### src/rtl/traffic_light_pkg.sv
// traffic_light_pkg: phase encodings, default dwell times
// and counter sizing helpers shared by the controller.
package traffic_light_pkg;

  typedef enum logic [1:0] {
    RED    = 2'b00,
    GREEN  = 2'b01,
    YELLOW = 2'b10
  } state_t;

  localparam int DEF_RED    = 10;
  localparam int DEF_GREEN  = 8;
  localparam int DEF_YELLOW = 3;

  function automatic int max3(
    input int a,
    input int b,
    input int c
  );
    int m;
    m = (a > b) ? a : b;
    return (m > c) ? m : c;
  endfunction

  function automatic int cnt_width(
    input int a,
    input int b,
    input int c
  );
    int w;
    w = $clog2(max3(a, b, c));
    return (w < 1) ? 1 : w;
  endfunction

endpackage

### src/rtl/traffic_light_if.sv
// traffic_light_if: dwell-timer control bundle.
// master: clear/limit out, done in; slave: the timer.
interface traffic_light_if #(
  parameter int W = 4
);
  logic         clear;
  logic [W-1:0] limit;
  logic         done;

  modport master (
    output clear,
    output limit,
    input  done
  );

  modport slave (
    input  clear,
    input  limit,
    output done
  );
endinterface

### src/rtl/traffic_light_timer.sv
// traffic_light_timer: dwell counter, cleared by clear,
// done when count equals limit. Ports: clk, rst, tmr.
module traffic_light_timer #(
  parameter int W = 4
) (
  input  logic            clk,
  input  logic            rst,
  traffic_light_if.slave  tmr
);

  logic [W-1:0] cnt;

  always_ff @(posedge clk or posedge rst) begin
    if (rst)
      cnt <= '0;
    else if (tmr.clear)
      cnt <= '0;
    else
      cnt <= cnt + W'(1);
  end

  assign tmr.done = (cnt == tmr.limit);

endmodule

### src/rtl/traffic_light.sv
// traffic_light: Red->Green->Yellow controller with
// per-phase dwell. Ports: clk, rst, Red, Yellow, Green.
module traffic_light
  import traffic_light_pkg::*;
#(
  parameter int RED_CYCLES    = DEF_RED,
  parameter int GREEN_CYCLES  = DEF_GREEN,
  parameter int YELLOW_CYCLES = DEF_YELLOW
) (
  input  logic clk,
  input  logic rst,
  output logic Red,
  output logic Yellow,
  output logic Green
);

  localparam int CNT_W = cnt_width(
    RED_CYCLES, GREEN_CYCLES, YELLOW_CYCLES);

  state_t state;
  logic   legal;

  traffic_light_if #(.W(CNT_W)) tmr ();

  traffic_light_timer #(.W(CNT_W)) u_timer (
    .clk (clk),
    .rst (rst),
    .tmr (tmr.slave)
  );

  assign legal = (state == RED)
              || (state == GREEN)
              || (state == YELLOW);

  always_comb begin
    tmr.limit = '0;
    case (state)
      RED:     tmr.limit = CNT_W'(RED_CYCLES - 1);
      GREEN:   tmr.limit = CNT_W'(GREEN_CYCLES - 1);
      YELLOW:  tmr.limit = CNT_W'(YELLOW_CYCLES - 1);
      default: tmr.limit = '0;
    endcase
  end

  // Restart the dwell on every phase change,
  // including recovery from the illegal code.
  assign tmr.clear = tmr.done || !legal;

  always_ff @(posedge clk or posedge rst) begin
    if (rst) begin
      state <= RED;
    end else begin
      case (state)
        RED:
          if (tmr.done) state <= GREEN;
        GREEN:
          if (tmr.done) state <= YELLOW;
        YELLOW:
          if (tmr.done) state <= RED;
        default:
          state <= RED;
      endcase
    end
  end

  // Red covers the illegal code so one lamp is
  // always lit.
  assign Green  = (state == GREEN);
  assign Yellow = (state == YELLOW);
  assign Red    = !(Green || Yellow);

endmodule

### config.mk
export PLATFORM = sky130hd
export DESIGN_NAME = traffic_light
export DESIGN_NICKNAME = d
export VERILOG_FILES = /design/src/rtl/traffic_light_pkg.sv /design/src/rtl/traffic_light_if.sv /design/src/rtl/traffic_light_timer.sv /design/src/rtl/traffic_light.sv
export SDC_FILE = /design/constraint.sdc
export NUM_CORES = 1
export LEC_CHECK = 0
export BUFFER_PORTS_ARGS = -buffer_cell sky130_fd_sc_hd__buf_2
export CAP_MARGIN = 20
export CELL_PAD_IN_SITES_DETAIL_PLACEMENT = 0
export CELL_PAD_IN_SITES_GLOBAL_PLACEMENT = 1
export CORE_AREA = 4 4 42 44
export DETAILED_ROUTE_END_ITERATION = 7
export DIE_AREA = 0 0 46 48
export GPL_TIMING_DRIVEN = 0
export PLACE_DENSITY = 0.64
export SLEW_MARGIN = 0
export SYNTH_ARGS = -nofsm -noshare
export SYNTH_HDL_FRONTEND = slang
export SYNTH_SLANG_ARGS = --single-unit
### constraint.sdc
create_clock -name clk -period 1.65 [get_ports clk]
set_clock_uncertainty 0.15 [all_clocks]
set_input_delay 0.33 -clock clk [delete_from_list [all_inputs] [get_ports clk]]
set_output_delay 0.33 -clock clk [all_outputs]
set_load 0.005 [all_outputs]
Word-level counts from Yosys, hierarchy flattened
Index checks and enable logic that the tools add are counted.
- register bits after elaboration: 6
- latch bits: 0
- bits in writable memories: 0
- ROM bits: 0
- input port bits: 2
- memories: 0
- $add $sub $neg: 1
- multiply operators: 0
- divide/modulo/power cells: 0
- magnitude comparators: 0
- equal/unequal tests: 6
- shifts and indexed selects: 0
- muxes and demuxes: 6
- bitwise gates (word level): 0
- reduce and logical (&&, ||, !) cells: 8
- operator list (kind ; number):
    case mux 4 bit (3 select lines) ; 1
    2-to-1 mux 2 bit ; 3
    case mux 2 bit (3 select lines) ; 1
    adder 4 x 1 -> 4 bit, second input constant ; 1
    == test 4 bit ; 1
    logical OR 1 bit ; 4
    2-to-1 mux 4 bit ; 1
    inequality test 2 x 1 -> 1 bit, second input constant ; 2
    AND reduction 3 bit ; 1
    == test 2 x 1 -> 1 bit, second input constant ; 1
    == test 2 bit, second input constant ; 1
    zero test 1 bit ; 2
    zero test 2 bit ; 1
    inequality test 2 bit, second input constant ; 1

Longest topological paths before layout
- depth after elaboration: 6
- mapped depth: 6
- depth with buffers taken out: 6

Hierarchy
A second synthesis with hierarchy kept.
- cell total of the unflattened synthesis: 40
- area, all modules: 422.9 sq um
- by module, submodules not included (module ; instances ; cells each ; area each (sq um) ; seq. area each (sq um)):
    traffic_light_timer ; 1 ; 19 ; 221.5 ; 100.1
    traffic_light ; 1 ; 21 ; 201.4 ; 50.0

Least setup slack after synthesis
Ideal clock, no wire load.
- path type: register -> register
- start: register state[1]
- end: register state[1]
- setup time: 0.096 ns
- data arrival time: 1.567 ns
- path slack: -0.162 ns
- stages on the path, launching flop included: 7
- cell sequence: dfrtp_1 inv_1 ha_1 xor2_2 nor3_4 mux2i_1 nor4_2
- longest elaborated chain between the ends: 5
- elaborated cells on any way between the ends: 10
- RTL lines (what ; line ; source):
    start, declared ; traffic_light.sv:20 ; state_t state;
    start signal, assigned ; traffic_light.sv:51 ; state <= RED;
    start signal, assigned ; traffic_light.sv:55 ; if (tmr.done) state <= GREEN;
    start signal, assigned ; traffic_light.sv:57 ; if (tmr.done) state <= YELLOW;
    == test 2 x 1 -> 1 bit * ; n/a ;
    net Green ; traffic_light.sv:14 ; output logic Green
    case mux 4 bit (3 select lines) ; traffic_light.sv:37 ; case (state)
    == test 4 bit ; traffic_light_timer.sv:22 ; assign tmr.done = (cnt == tmr.limit);
    inequality test 2 bit (no line) / inequality test 2 x 1 -> 1 bit (equally long branches) ; n/a ;
    AND reduction 3 bit (no line) ; n/a ;
The timed path passes the listed nets; every way through them passes the cells marked *.
A chain may end at the register's enable or synchronous reset.

Worst setup path after layout
- start: register state[1]
- end: register state[1]
- longest elaborated chain between the ends: 5
- elaborated cells on any way between the ends: 10
- RTL lines (what ; line):
    == test 2 bit, or another cell as far along ; traffic_light.sv:37, traffic_light.sv:53
    case mux 4 bit (3 select lines) ; traffic_light.sv:37
    == test 4 bit ; traffic_light_timer.sv:22
    inequality test 2 bit (no line) / inequality test 2 x 1 -> 1 bit (equally long branches) ; n/a
    AND reduction 3 bit (no line) ; n/a
Parallel ways exist; a longest one is shown, timed or not.

==> impl_metrics.tcl <==
set metrics [dict create \
    grt_overflow 0 \
    ys_seq_area_share_pct 32.1 \
    fp-row-count 14 \
    drc 0 \
    coreArea_mm2 0.00144 \
    cpPeakStageDelay_ps 390 \
    pin_count 5 \
    drtIter0Drc 2 \
    die_x_um 46 \
    cp.depth 6 \
    critPathMaxFanout 5 \
    cp_slowest_cell "dfrtp_1" \
    grt_antenna_before_repair 0 \
    dr.pass1.iters 2 \
    crit_type "reg -> reg" \
    routabilityCongestion 0.739 \
    violations "setup timing" \
    clk_latency_ps 230 \
    synth_nets 56 \
    grt_use_total_pct 11.3 \
    crit_family "simple AND/OR/NAND/NOR gates" \
    maxSlewViolCount 0 \
    fin_ws_ps -124 \
    postSynthCellCount 48 \
    maxCapViolCount 0 \
    crit_required_ps 1630 \
    fin_hold_ws_ps 393 \
    fin_nets 73 \
    start_util_pct 32.6 \
    clk_pin_slew_ps 40 \
    grt_max_degree 10 \
    drive_gt1_share_pct 44.4 \
    rsz0062_at_grt "yes" \
    dpl_worst_slack_ps -281 \
    intPower_mw 0.232 \
    slew_headroom_pct 75.2 \
    cts_tree "built" \
    clock_power_share_pct 45.0 \
    seqPwrFrac_pct 53.0 \
    area_delta_synth_final_pct 48.1 \
    min_path_type "in -> async" \
    status "finished with violations" \
    fill_cells 141 \
    grt_pass1_vias 376 \
    p_sw_mw 0.0467 \
    numCtsBuffers 3 \
    p_sw_share_pct 16.8 \
    synth-seq-cells 6 \
    dieArea_mm2 0.00221 \
    drtAntennaViolNets 0 \
    clock_sinks 6 \
    worst-path-buf-inv 1 \
    fmax_ghz 0.564 \
    vdd_drop_max_mv 0.289 \
    avgViaCountPerCell 4.80 \
    ys_types 24 \
    min_period_ps 1770 \
    wl_per_cell_um 12.6 \
    syn_avg_cell_area_um2 9.75 \
    grt_first_pass_wirelength_um 1700 \
    cts.path.max_buffers 2 \
    end_kind "flop" \
    tightest_slew_ps 372 \
    worst_setup_path_start_kind "flop" \
    diodes 0 \
    yosys_warnings 0 \
    via_count 379 \
    cp.arrival_ps 1760 \
    p_comb_share_pct 2.0 \
    power_density_mw_per_mm2 402 \
    syn_area_um2 468 \
    hold_viol 0 \
    setup_viol 6 \
    worstRegToRegCells 6 \
    cts-root-buf "clkbuf_4" \
    ctsHtreeMaxLevel 1 \
    fin_crit_sh_pct 108 \
    finalWirelength_um 993 \
    port_buffers 4 \
    hpwl_um 676 \
    die_h_um 48 \
    cp_cell_sequence "inv_2 -> ha_4 -> xor2_4 -> nor3_4 -> and4b_1 -> nor4_2" \
    leakage_nw 0.324 \
]
[kinds of logic (layout without fill, tap and decap cells)]
kind of cell / after synthesis / in the layout / share of synthesized area (%)
and+or+nand+nor: 15 / 15 / 20.1
AOI/OAI and AO/OA: 8 / 8 / 13.1
buffers and inverters: 7 / 22 / 5.61
adders and majority gates: 6 / 6 / 16.0
DFF: 6 / 6 / 32.1
xor gates and xnor gates: 5 / 5 / 11.0
muxes: 1 / 1 / 2.14
[synth_stat cells]
master	instances	area share, %
a211oi_1	1	1.6
a21o_1	1	1.6
a21oi_1	1	1.1
a32oi_1	1	1.9
and4b_1	1	2.1
clkbuf_1	1	0.80
dfrtp_1	6	32
ha_1	6	16
inv_1	6	4.8
mux2i_1	1	2.1
nand2_1	1	0.80
nand3_1	1	1.1
nand3b_1	1	1.6
nor2_1	7	5.6
nor3_1	1	1.1
nor3_4	1	3.5
nor4_2	1	2.7
o211a_1	1	2.1
o21ai_0	1	1.1
o41ai_1	2	3.7
or3_2	1	1.6
xnor2_1	1	1.9
xor2_1	3	5.6
xor2_2	1	3.5
[power groups by stage]
stage                     Clock, mW  Sequential, mW  Combinational, mW
after global placement            0           0.150            0.00401
after floorplan                   0           0.150            0.00235
after CTS                     0.132           0.148            0.00586
final                         0.125           0.148            0.00556
after global routing          0.148           0.147            0.00630
after detailed placement          0           0.150            0.00406
[flip-flops by register name, indices dropped and copies added (netlist names)]
signal / cells
state: 2
u_timer.cnt: 4
[what timing repair did]
item | CTS | global route
setup buffers | 4 | 3
pin swaps | 5 | 1
resized for setup | 5 | 5
setup endpoints to repair | 8 | 8
hold buffers | 1 | 0
endpoints found under the hold margin | 6 | 0
[cell usage in the layout (no fill, tap or decap), types with 3 or more instances in the layout]
master,Yosys,routed
buf_2,0,4
buf_4,0,7
clkbuf_4,0,3
dfrtp_1,6,5
ha_1,6,3
ha_4,0,3
inv_1,6,4
nor2_1,7,6
xor2_4,0,3
[worst reg2reg max path, delay by kind of cell (launching register included)]
family	cells	cell delay (ps)
XOR/XNOR	1	220
adder cells (fa/ha/maj)	1	230
buffers and inverters	1	120
flip-flops	1	390
AND/OR/NAND/NOR	3	570
[cell type report]
type | instances | area, µm² | area share, %
tap | 16 | 20.0 | 2.89
inverter | 6 | 25.0 | 3.61
buffer | 1 | 3.75 | 0.542
sequential | 6 | 151 | 21.8
multi-input combinational | 35 | 388 | 56.0
clock buffer | 3 | 22.5 | 3.25
timing repair buffer | 12 | 82.6 | 11.9
[final timing paths]
kind                                           from                  endpoint  slack, ps
max                            state[1]$_DFFE_PP0P_      state[1]$_DFFE_PP0P_       -120
max reg2reg                    state[1]$_DFFE_PP0P_      state[1]$_DFFE_PP0P_       -120
min reg2reg                u_timer.cnt[0]$_DFF_PP0_  u_timer.cnt[1]$_DFF_PP0_        480
min in group clk           u_timer.cnt[0]$_DFF_PP0_  u_timer.cnt[1]$_DFF_PP0_        480
max in group asynchronous                       rst      state[0]$_DFFE_PP0P_        760
min                                             rst  u_timer.cnt[2]$_DFF_PP0_        390
[per-layer routing]
metal | track usage (%) | vias to the layer above | share of wire [%]
met1 | 13.8 | 177 | 44
met5 | 0 | - | 0
met3 | 2.26 | 0 | 2.0
met4 | 6.82 | 0 | 0
met2 | 18.4 | 5 | 53
li1 | - | 197 | -
[per-stage QoR]
stage / total power [mW] / utilization, % / std cells / cell area [µm²] / setup TNS, ps
finish: 0.279 / 48.3 / 79 / 693 / -352
detailed placement: 0.154 / 37.7 / 68 / 542 / -1060
global route: 0.302 / 48.3 / 79 / 693 / -938
floorplan: 0.152 / - / 48 / 502 / -244
CTS: 0.286 / 44.3 / 76 / 637 / -452
global placement: 0.154 / 37.7 / 68 / 542 / -1130
(Power assumes the default switching activity.)
